===== config.mk =====
export PLATFORM = sky130hd
export DESIGN_NAME = hyperbola_sqrt_sched
export DESIGN_NICKNAME = d
export VERILOG_FILES = /design/src/rtl/sqrt_pkg.sv /design/src/rtl/hyperbola_sqrt_sched_delay.sv /design/src/rtl/hyperbola_sqrt_sched.sv
export SDC_FILE = /design/constraint.sdc
export NUM_CORES = 1
export LEC_CHECK = 0
export ABC_AREA = 1
export BUFFER_PORTS_ARGS = -buffer_cell sky130_fd_sc_hd__buf_4
export CAP_MARGIN = 20
export CORE_MARGIN = 10
export CORE_UTILIZATION = 48
export CTS_BUF_LIST = sky130_fd_sc_hd__clkbuf_2 sky130_fd_sc_hd__clkbuf_4 sky130_fd_sc_hd__clkbuf_8
export CTS_CLUSTER_SIZE = 12
export DETAILED_ROUTE_END_ITERATION = 10
export PLACE_DENSITY = 0.83
export REMOVE_ABC_BUFFERS = 1
export SKIP_CTS_REPAIR_TIMING = 1
export SLEW_MARGIN = 40
export SYNTH_ARGS = -nofsm -noshare
export SYNTH_HDL_FRONTEND = slang
export SYNTH_HIERARCHICAL = 1
export SYNTH_SLANG_ARGS = --single-unit

===== constraint.sdc =====
create_clock -name clock -period 2.1 [get_ports clock]
set_input_delay 0.63 -clock clock [delete_from_list [all_inputs] [get_ports clock]]
set_output_delay 0.63 -clock clock [all_outputs]
set_load 0.03 [all_outputs]

===== src/rtl/sqrt_pkg.sv =====
// Shared constants and FSM encoding for the hyperbolic square-root scheduler.
// Fixed point is Q1.(DSIZE-1): 1.0 is 2**(DSIZE-1).
package sqrt_pkg;

    localparam int unsigned DSIZE_DEF     = 17;
    localparam int unsigned STAGE_LAT_DEF = 5;
    localparam int unsigned ROT_START_DEF = 1;
    localparam int unsigned ROT_MAX_DEF   = 16;

    localparam int unsigned ROT_W  = 6;
    localparam int unsigned PASS_W = 5;

    localparam logic [1:0] StIdle  = 2'd0;
    localparam logic [1:0] StIssue = 2'd1;
    localparam logic [1:0] StWait  = 2'd2;
    localparam logic [1:0] StDone  = 2'd3;

    function automatic int unsigned one_q_of(input int unsigned dsize);
        return 32'd1 << (dsize - 1);
    endfunction

    function automatic int unsigned quarter_q_of(input int unsigned dsize);
        return one_q_of(dsize) >> 2;
    endfunction

    localparam int unsigned ONE_Q     = one_q_of(DSIZE_DEF);
    localparam int unsigned QUARTER_Q = quarter_q_of(DSIZE_DEF);

endpackage


===== src/rtl/hyperbola_sqrt_sched_delay.sv =====
// Fixed-latency delay line: din appears on dout LAT clock edges later.
module hyperbola_sqrt_sched_delay #(
    parameter int unsigned LAT   = 5,
    parameter int unsigned DSIZE = 1
) (
    input  logic             clock,
    input  logic             rst_n,
    input  logic [DSIZE-1:0] din,
    output logic [DSIZE-1:0] dout
);

    logic [DSIZE-1:0] pipe_q [LAT];
    logic [DSIZE-1:0] pipe_d [LAT];

    always_comb begin
        pipe_d[0] = din;
        for (int i = 1; i < LAT; i++) begin
            pipe_d[i] = pipe_q[i-1];
        end
    end

    always_ff @(posedge clock) begin
        if (!rst_n) begin
            for (int i = 0; i < LAT; i++) begin
                pipe_q[i] <= '0;
            end
        end else begin
            for (int i = 0; i < LAT; i++) begin
                pipe_q[i] <= pipe_d[i];
            end
        end
    end

    assign dout = pipe_q[LAT-1];

endmodule


===== src/rtl/hyperbola_sqrt_sched.sv =====
// Pass scheduler for an external radix-4 hyperbolic stage computing sqrt(a):
// issues x=a+0.25, y=a-0.25 and recirculates the stage result until the rotation index ends.
module hyperbola_sqrt_sched
    import sqrt_pkg::*;
#(
    parameter int unsigned DSIZE     = DSIZE_DEF,
    parameter int unsigned STAGE_LAT = STAGE_LAT_DEF,
    parameter int unsigned ROT_START = ROT_START_DEF,
    parameter int unsigned ROT_MAX   = ROT_MAX_DEF
) (
    input  logic                    clock,
    input  logic                    rst,
    input  logic                    in_valid,
    output logic                    in_ready,
    input  logic [DSIZE-1:0]        in_a,
    output logic                    res_valid,
    input  logic                    res_ready,
    output logic [DSIZE-1:0]        res_x,
    output logic [DSIZE-1:0]        res_k,
    output logic [PASS_W-1:0]       res_passes,
    output logic [DSIZE-1:0]        stg_ix,
    output logic signed [DSIZE-1:0] stg_iy,
    output logic [ROT_W-1:0]        stg_rot,
    output logic [DSIZE-1:0]        stg_k,
    input  logic [DSIZE-1:0]        stg_ox,
    input  logic signed [DSIZE-1:0] stg_oy,
    input  logic [ROT_W-1:0]        stg_nrot,
    input  logic [DSIZE-1:0]        stg_nk
);

    localparam logic [DSIZE-1:0] OneQ     = DSIZE'(one_q_of(DSIZE));
    localparam logic [DSIZE-1:0] QuarterQ = DSIZE'(quarter_q_of(DSIZE));
    localparam logic [ROT_W-1:0] RotStart = ROT_W'(ROT_START);
    localparam logic [ROT_W-1:0] RotMax   = ROT_W'(ROT_MAX);
    localparam int unsigned      CW       = (STAGE_LAT > 1) ? $clog2(STAGE_LAT) : 1;
    localparam logic [CW-1:0]    WaitLast = CW'(STAGE_LAT - 1);

    logic [1:0]              state_q, state_d;
    logic [CW-1:0]           wait_cnt_q, wait_cnt_d;
    logic [DSIZE-1:0]        stg_ix_q, stg_ix_d;
    logic signed [DSIZE-1:0] stg_iy_q, stg_iy_d;
    logic [ROT_W-1:0]        stg_rot_q, stg_rot_d;
    logic [DSIZE-1:0]        stg_k_q, stg_k_d;
    logic [PASS_W-1:0]       passes_q, passes_d;

    logic accept;
    logic load;
    logic issue_pulse;
    logic issue_due;

    assign in_ready    = !rst && ((state_q == StIdle) || ((state_q == StDone) && res_ready));
    assign accept      = in_valid && in_ready;
    assign issue_pulse = (state_q == StIssue);

    // Tracks the issue pulse through the stage latency; capture needs both it and the counter.
    hyperbola_sqrt_sched_delay #(
        .LAT   (STAGE_LAT),
        .DSIZE (1)
    ) u_issue_delay (
        .clock (clock),
        .rst_n (1'b1),
        .din   (issue_pulse),
        .dout  (issue_due)
    );

    always_comb begin
        state_d    = state_q;
        wait_cnt_d = wait_cnt_q;
        stg_ix_d   = stg_ix_q;
        stg_iy_d   = stg_iy_q;
        stg_rot_d  = stg_rot_q;
        stg_k_d    = stg_k_q;
        passes_d   = passes_q;
        load       = 1'b0;

        case (state_q)
            StIdle: begin
                load = accept;
            end
            StIssue: begin
                state_d    = StWait;
                wait_cnt_d = '0;
            end
            StWait: begin
                if (wait_cnt_q == WaitLast) begin
                    if (issue_due) begin
                        stg_ix_d  = stg_ox;
                        stg_iy_d  = stg_oy;
                        stg_rot_d = stg_nrot;
                        stg_k_d   = stg_nk;
                        passes_d  = passes_q + PASS_W'(1);
                        state_d   = (stg_nrot >= RotMax) ? StDone : StIssue;
                    end else begin
                        // Counter and delay line disagree: re-issue the unchanged operands.
                        state_d = StIssue;
                    end
                end else begin
                    wait_cnt_d = wait_cnt_q + CW'(1);
                end
            end
            StDone: begin
                if (res_ready) begin
                    state_d = StIdle;
                    load    = accept;
                end
            end
            default: begin
                state_d = StIdle;
            end
        endcase

        if (load) begin
            stg_ix_d  = in_a + QuarterQ;
            stg_iy_d  = $signed(in_a - QuarterQ);
            stg_rot_d = RotStart;
            stg_k_d   = OneQ;
            passes_d  = '0;
            state_d   = StIssue;
        end
    end

    always_ff @(posedge clock) begin
        if (rst) begin
            state_q    <= StIdle;
            wait_cnt_q <= '0;
            stg_ix_q   <= '0;
            stg_iy_q   <= '0;
            stg_rot_q  <= '0;
            stg_k_q    <= '0;
            passes_q   <= '0;
        end else begin
            state_q    <= state_d;
            wait_cnt_q <= wait_cnt_d;
            stg_ix_q   <= stg_ix_d;
            stg_iy_q   <= stg_iy_d;
            stg_rot_q  <= stg_rot_d;
            stg_k_q    <= stg_k_d;
            passes_q   <= passes_d;
        end
    end

    assign stg_ix     = stg_ix_q;
    assign stg_iy     = stg_iy_q;
    assign stg_rot    = stg_rot_q;
    assign stg_k      = stg_k_q;
    assign res_valid  = (state_q == StDone);
    assign res_x      = stg_ix_q;
    assign res_k      = stg_k_q;
    assign res_passes = passes_q;

endmodule


==> results of run 1 <==
==> cells in the final DEF, fill, tap and decap left out, types with 2 or more instances in the layout <==
| cell type | Yosys | routed |
|---|---|---|
| o21ai_0 | 40 | 40 |
| clkbuf_8 | 0 | 9 |
| nand4_1 | 17 | 17 |
| ha_1 | 10 | 9 |
| nand2_1 | 189 | 189 |
| nand3_1 | 8 | 8 |
| clkbuf_4 | 0 | 3 |
| conb_1 | 1 | 5 |
| inv_2 | 2 | 5 |
| xnor2_1 | 2 | 2 |
| xor2_1 | 2 | 2 |
| a21oi_1 | 5 | 5 |
| buf_4 | 36 | 184 |
| inv_1 | 51 | 48 |
| nor2_1 | 72 | 71 |
| clkinv_2 | 0 | 3 |
| dfxtp_1 | 72 | 70 |
==> cells by family (layout without fill, tap and decap cells) <==
logic type,count (synthesis),after routing,synth area share
buf+inv,113,254,0.165
other cells,1,5,0.00104
simple gates,292,292,0.327
fa+ha+maj,10,10,0.0346
compound gates,46,46,0.0643
xor+xnor,4,4,0.00969
flops,72,72,0.398
==> through the flow <==
step | hold slack (ns) | instance area, µm²
6_report | 0.410 | 4970
5_1_grt | 0.420 | 4970
4_1_cts | 0.414 | 4930
3_5_place_dp | 0.403 | 4740
3_3_place_gp | 0.395 | 4740
2_1_floorplan | 0.386 | 3230
==> worst paths after layout <==
kind,start,to,slack [ns],cells past startpoint
max,state_q[0],in_ready,0.10,6
min,u_issue_delay/pipe_q[0][2],u_issue_delay/pipe_q[0][3],0.41,2
max reg2reg,state_q[0],stg_iy[9],0.22,8
min reg2reg,u_issue_delay/pipe_q[0][2],u_issue_delay/pipe_q[0][3],0.41,2
==> flip-flops by register name, indices dropped and copies added, names as in the netlist <==
signal	count
res_k	17
state_q	2
res_passes	5
stg_rot	6
wait_cnt_q	3
stg_iy	17
u_issue_delay/pipe_q	5
res_x	17
==> worst max-delay path, delay by kind of cell, from the launching register on <==
kind	cells	cell delay [ns]
adder cells (fa/ha/maj)	1	0.17
flip-flops	1	0.38
AND/OR/NAND/NOR	3	0.25
buffers and inverters	2	0.23
==> cells in the mapped netlist <==
cell	count
nand3_1	8
buf_2	19
nand4_1	17
inv_2	2
ha_1	10
dfxtp_1	72
clkbuf_1	3
nor2_1	72
o21bai_1	1
nand3_4	1
nand2_2	2
xor2_1	2
buf_4	36
and3_1	1
nor2_4	1
nand2_1	189
a21oi_1	5
conb_1	1
xnor2_1	2
o21ai_0	40
nand3b_1	1
inv_1	51
buf_6	2
==> power by group through the flow <==
stage,clock network [W],logic (W),registers (W)
after floorplan,0,0.000696,0.00217
after global routing,0.00117,0.00216,0.00172
after detailed placement,0,0.00196,0.00171
final,0.00108,0.00199,0.00170
after global placement,0,0.00192,0.00170
after CTS,0.00110,0.00196,0.00169
==> routing by layer <==
metal  part of all wire  GRT usage  up-vias
met5                  0          0        -
met4              0.034     0.0957        0
met3              0.072     0.0587       28
met2               0.52      0.332      130
met1               0.38      0.198     1669
li1                   -          -     1883
==> layout make-up <==
type	count	share of cell area
Sequential cell	72	0.291
Timing Repair Buffer	185	0.280
Inverter	53	0.0401
Multi-Input combinational cell	357	0.325
Clock buffer	12	0.0295
Tap cell	99	0.0249
Clock inverter	4	0.00907
==> qor.txt, run 1 <==
status = finished, final reports clean
Final Cycle Share = 0.952
Max VDD drop = 0.536 mV
Fin Clk Skew = 0.00796 ns
largest net degree at the start of global routing = 34
register area share after synthesis = 0.398
final non-filler cell total = 782
CP Class = flop to primary output
CP required = 1.47 ns
Layout area overhead = 37.3%
Final nets = 766
post-synth top area cell = dfxtp_1
mapped cell area = 3620 µm²
Avg Vias per Cell = 4.74
Setup-failing EPs final = 0
CTS clk-pin slew, worst paths = 0.07 ns
Rows = 31
Switching Fraction = 0.403
vias post-DR = 3710
clock sink count = 72
# fillers = 676
Detail Placement HPWL = 8630 µm
Final WS setup = 0.101 ns
Num CTS Buffers = 9
vias in the first global route = 3634
Routed WL = 11300 µm
PortBufs = 175
core area = 7290 µm²
biggest cell delay along the critical path = 0.38 ns
drt drc = 0
total negative slack = 0 ns
First-pass DRT Iterations = 4
worst hold path class = flop to flop
internal power = 0.00285 W
Post-Syn Instances = 538
Die ar. = 11400 µm²
placed cells = 765
Worst slew margin = 0.664
Final Util = 0.681
antenna violations before repair = 0
maximum clock frequency = 500 MHz
area share of the largest cell type after synthesis = 0.398
GRT overflow = 0
crit-path cells = ha_4, nand2_1, nand2_4, nand2_1, inv_1, buf_6
switching power = 0.00192 W
WL/cell = 14.4 µm
CTS root buf = clkbuf_8
layout cells sized above 1 = 0.313
final hold violation count = 0
GP Congestion = 0.845
CTS max path bufs = 2
initial core utilization = 0.496
global-route wire length before repair = 17700 µm
CTS tree = yes
LEAKAGE = 2.91 nW
Antenna diodes = 0
Die H = 107 µm
#FFs+latches synth = 72
Register Area = 1450 µm²
clock group share of total power = 0.226
RSZ-0062 raised after global routing = false
htree depth = 3
CP max stage cell = dfxtp_4
Place WS = 0.162 ns
drt initial violations = 214
CP Max Fanout = 5
Slew Limit Fails = 0
Pwr Total = 0.00477 W
gr usage total = 0.188
Antenna Nets Post-Route = 0
Reg power frac = 0.356
Worst Setup End Kind = primary output
area occupied by multi-input gates = 1610 µm²
Die Wd = 107 µm
Ys Warns = 6
Top Ports = 176
actual slew at the worst max-slew pin = 0.504 ns
most frequent CP cell = nand2_1
Max-Cap Viols = 0
Syn Area/Cell = 6.72 µm²
largest cells by area after synthesis = dfxtp_1 40%, nand2_1 20%, buf_4 7.5%
latest clock arrival within the worst-skew pair = 0.34 ns
synth unique cells = 23
Tmin final = 2.00 ns
worst path arrival time = 1.37 ns
Power Density = 960 nW/µm²
Gate power share = 0.418
Critical Path Source Type = flop
No activity file was read; power rests on OpenSTA's default activity.
==> run 2, diff against run 1 <==
CORE_UTILIZATION = 46   (was 48)
CTS_BUF_LIST = unset   (was sky130_fd_sc_hd__clkbuf_2 sky130_fd_sc_hd__clkbuf_4 sky130_fd_sc_hd__clkbuf_8)
HOLD_SLACK_MARGIN = 0.03   (was unset)
PLACE_DENSITY = 0.8   (was 0.83)
SKIP_LAST_GASP = 1   (was unset)
==> run 2 against run 1 <==
Setup slack got worse by 0.0077 ns; total power rose by 3.2%; register-to-register slack improved by 0.07 ns.
==> qor.txt, run 2 (synthesized netlist as in run 1, its figures left out) <==
Top Ports = 176
global-route wire length before repair = 17000 µm
Detail Placement HPWL = 8550 µm
total negative slack = 0 ns
Worst Setup End Kind = primary output
Slew Limit Fails = 0
# fillers = 654
CP Depth = 6
Final nets = 764
latest clock arrival within the worst-skew pair = 0.35 ns
core area = 7690 µm²
reg2reg end = stg_iy[2]
layout cells sized above 1 = 0.311
WL/cell = 14.4 µm
CP required = 1.47 ns
Fin Clk Skew = 0.0126 ns
most frequent CP cell = nand2_1
CP max stage cell = dfxtp_4
Tmin final = 2.01 ns
CTS root buf = clkbuf_8
htree depth = 3
Final Cycle Share = 0.956
most frequent cells in the layout = 189 x nand2_1, 179 x buf_4, 71 x nor2_1, 70 x dfxtp_1, 48 x inv_1
Setup-failing EPs final = 0
CTS tree = yes
drt initial violations = 103
Power Density = 979 nW/µm²
Die H = 109 µm
Antenna Nets Post-Route = 0
antenna violations before repair = 0
Avg Vias per Cell = 4.69
reg2reg setup slack = 0.29 ns
LEAKAGE = 2.91 nW
Worst Path Buf+Inv = 2
crit-path cells = ha_4, nand2_1, nand2_4, nand2_1, inv_1, buf_6
critical path's top delay family = flip-flops
First-pass DRT Iterations = 4
worst path arrival time = 1.38 ns
GP Congestion = 0.891
vias post-DR = 3676
Max VDD drop = 0.491 mV
R2R depth = 8
PortBufs = 175
CTS clk-pin slew, worst paths = 0.07 ns
Routed WL = 11300 µm
post-route cell area = 5020 µm²
largest net degree at the start of global routing = 32
Worst slew margin = 0.654
worst hold path class = flop to flop
Antenna diodes = 0
CTS max path bufs = 2
initial core utilization = 0.471
crit path from = state_q[0]
Place WS = 0.165 ns
status = finished, final reports clean
vias in the first global route = 3483
Rows = 32
worst setup path endpoint = in_ready
CP Class = flop to primary output
gr usage total = 0.179
Max-Cap Viols = 0
Die ar. = 11800 µm²
Critical Path Source Type = flop
drt drc = 0
Die Wd = 109 µm
worst reg2reg startpoint = state_q[1]
CP Max Fanout = 5
biggest cell delay along the critical path = 0.39 ns
final hold violation count = 0
maximum clock frequency = 498 MHz
leading cell type in the layout, fill and taps excluded = nand2_1
Final WS setup = 0.0929 ns
Layout area overhead = 38.9%
GRT overflow = 0
clock sink count = 72
Placed Area = 4770 µm²
Num CTS Buffers = 9
actual slew at the worst max-slew pin = 0.519 ns
[run 2: cell types whose count changed in the layout (fill, tap and decap cells not counted), sizes merged]
cell,change
buf,-2
clkinv,-2
clkinvlp,+2
bufinv,+1
clkbuf,-1
[run 2: final cells by class]
type	count	area [µm²]	share of cell area
repair buffers	183	1420	0.282
inverters	53	199	0.0396
clock buffers	11	141	0.0281
clock inverters	5	80.1	0.0159
multi-input cells	357	1620	0.321
well taps	102	128	0.0254
flip-flops and latches	72	1450	0.288
[run 2: metal layers]
layer  vias to the layer above  routed length [µm]  GRT usage
met4                         0                 141     0.0537
met2                       126                5590      0.307
met3                        10                1130     0.0779
li1                       1878                   -          -
met1                      1662                4420      0.196
met5                         -                   0          0
[run 2: tightest hold or removal path, cell delays in order, from the launching register on]
cell and delay [ns]:
dfxtp_1 0.30, nand2_1 0.05, inv_1 0.03
[run 2: where the power goes]
group | total, W | switching [W] | internal, W
clock | 0.00122 | 0.000515 | 0.000700
combinational | 0.00201 | 0.00130 | 0.000707
sequential | 0.00170 | 0.000135 | 0.00156
[run 2: stage by stage]
stage,instances,util,total power [W],hold WS [ns]
after floorplan,482,-,0.00287,0.386
after global placement,767,0.621,0.00366,0.392
after detailed placement,767,0.621,0.00369,0.400
after CTS,783,0.650,0.00490,0.419
after global routing,783,0.654,0.00520,0.440
final,783,0.654,0.00492,0.414
[run 2: worst min-delay path by stage]
stage                                    start                         end  depth (start not counted)
finish              u_issue_delay/pipe_q[0][2]  u_issue_delay/pipe_q[0][3]                          2
global route        u_issue_delay/pipe_q[0][1]  u_issue_delay/pipe_q[0][2]                          2
CTS                 u_issue_delay/pipe_q[0][1]  u_issue_delay/pipe_q[0][2]                          2
detailed placement  u_issue_delay/pipe_q[0][1]  u_issue_delay/pipe_q[0][2]                          2
global placement    u_issue_delay/pipe_q[0][0]  u_issue_delay/pipe_q[0][1]                          2
floorplan           u_issue_delay/pipe_q[0][2]  u_issue_delay/pipe_q[0][3]                          2
==> run 3, diff against run 2 <==
BUFFER_PORTS_ARGS = unset   (was -buffer_cell sky130_fd_sc_hd__buf_4)
CORE_MARGIN = unset   (was 10)
CORE_UTILIZATION = 50   (was 46)
DONT_BUFFER_PORTS = 1   (was unset)
PLACE_DENSITY = 0.65   (was 0.8)
==> run 3 against run 2 <==
Cell count down 23%; setup slack better by 0.029 ns; largest cell class unchanged; clock-buffer cell count unchanged; utilization down 12 points; largest power group is now sequential cells; combinational power down 52%; sequential share of layout area up 10 points; global-route usage up 3.6 points; clock skew down 0.0045 ns; hold slack worse by 0.065 ns; die area down 36%.
==> qor.txt, run 3 (synthesized netlist as in run 1, its figures left out) <==
drt drc = 0
GP Congestion = 0.828
CP Class = flop to primary output
vias post-DR = 2961
CTS clk-pin slew, worst paths = 0.07 ns
Place WS = 0.310 ns
maximum clock frequency = 506 MHz
Final WS setup = 0.122 ns
WL/cell = 13.3 µm
status = finished, final reports clean
Critical Path Source Type = flop
biggest cell delay along the critical path = 0.36 ns
Tmin final = 1.98 ns
drt initial violations = 134
Avg Vias per Cell = 4.90
actual slew at the worst max-slew pin = 0.661 ns
layout cells sized above 1 = 0.0669
Layout area overhead = 2.14%
Detail Placement HPWL = 5590 µm
CTS root buf = clkbuf_8
Fin Hold WS = 0.350 ns
latest clock arrival within the worst-skew pair = 0.34 ns
Final Cycle Share = 0.942
Max-Cap Viols = 0
Die Wd = 87.1 µm
Die ar. = 7580 µm²
Worst slew margin = 0.559
Slew Limit Fails = 0
largest net degree at the start of global routing = 56
core area = 6910 µm²
Placed Area = 3440 µm²
LEAKAGE = 2.03 nW
clock sink count = 72
Final nets = 591
most frequent cells in the layout = 189 x nand2_1, 71 x nor2_1, 71 x dfxtp_1, 50 x inv_1, 40 x o21ai_0
Worst Setup End Kind = primary output
worst path arrival time = 1.35 ns
Max VDD drop = 0.593 mV
vias in the first global route = 2663
Antenna diodes = 0
CP required = 1.47 ns
Final Util = 0.535
First-pass DRT Iterations = 6
gr usage total = 0.215
initial core utilization = 0.524
global-route wire length before repair = 12600 µm
most frequent CP cell = inv_1
crit-path cells = inv_1, ha_1, inv_1, nand2_4, nand2_1, inv_2
post-route cell area = 3690 µm²
Fin Clk Skew = 0.00818 ns
leading cell type in the layout, fill and taps excluded = nand2_1
final non-filler cell total = 604
Routed WL = 8010 µm
Rows = 30
Top Ports = 176
Die H = 87.1 µm
Num CTS Buffers = 9
# fillers = 710
worst hold path class = primary input to flop
CTS tree = yes
Setup-failing EPs final = 0
critical path's top delay family = flip-flops
CP Max Fanout = 8
placed cells = 588
Worst Path Buf+Inv = 3
PortBufs = 0
CP max stage cell = dfxtp_2
CTS max path bufs = 2
antenna violations before repair = 0
GRT overflow = 0
htree depth = 3
final hold violation count = 0
Antenna Nets Post-Route = 0
RSZ-0062 raised after global routing = false
Power Density = 1210 nW/µm²
## run 3: changes by cell type in the layout (fill, tap and decap cells not counted), moves of 2 or more
cell	previous run	this run
inv_1	48	50
clkinvlp_4	2	0
inv_2	5	3
ha_1	8	10
buf_12	3	1
buf_4	179	9
## run 3: worst paths after layout
| kind | startpoint | to | slack (ns) | depth (start not counted) |
|---|---|---|---|---|
| worst min-delay path | rst | res_x[16] | 0.35 | 1 |
| worst min register to register | u_issue_delay/pipe_q[0][3] | u_issue_delay/pipe_q[0][4] | 0.41 | 2 |
| worst max register to register | state_q[0] | stg_iy[14] | 0.36 | 11 |
| worst max-delay path | state_q[0] | in_ready | 0.12 | 6 |
## run 3: report_power, final
group          switching, W  internal [W]
Sequential         0.000634       0.00156
Combinational      0.000649      0.000308
Clock              0.000516      0.000823
## run 3: final cells by class
class	count	area (µm²)	share of cell area
clock buffer	11	141	0.0383
clock inverter	5	104	0.0281
inverter	53	199	0.0538
multi-input combinational	357	1600	0.433
sequential	72	1440	0.390
tap	96	120	0.0325
timing repair buffer	10	87.6	0.0237
## run 3: through the flow
stage	power (W)	setup TNS, ns
after global placement	0.00315	0
after CTS	0.00452	-0.0335
after global routing	0.00475	0
after detailed placement	0.00318	0
final	0.00449	0
after floorplan	0.00287	-21.89
## run 3: per-layer routing
layer,global-route usage,routed length (µm),vias to the layer above
met5,0,0,-
met4,0.0833,155,0
met2,0.334,3750,104
li1,-,-,1531
met1,0.275,3530,1311
met3,0.0720,571,15
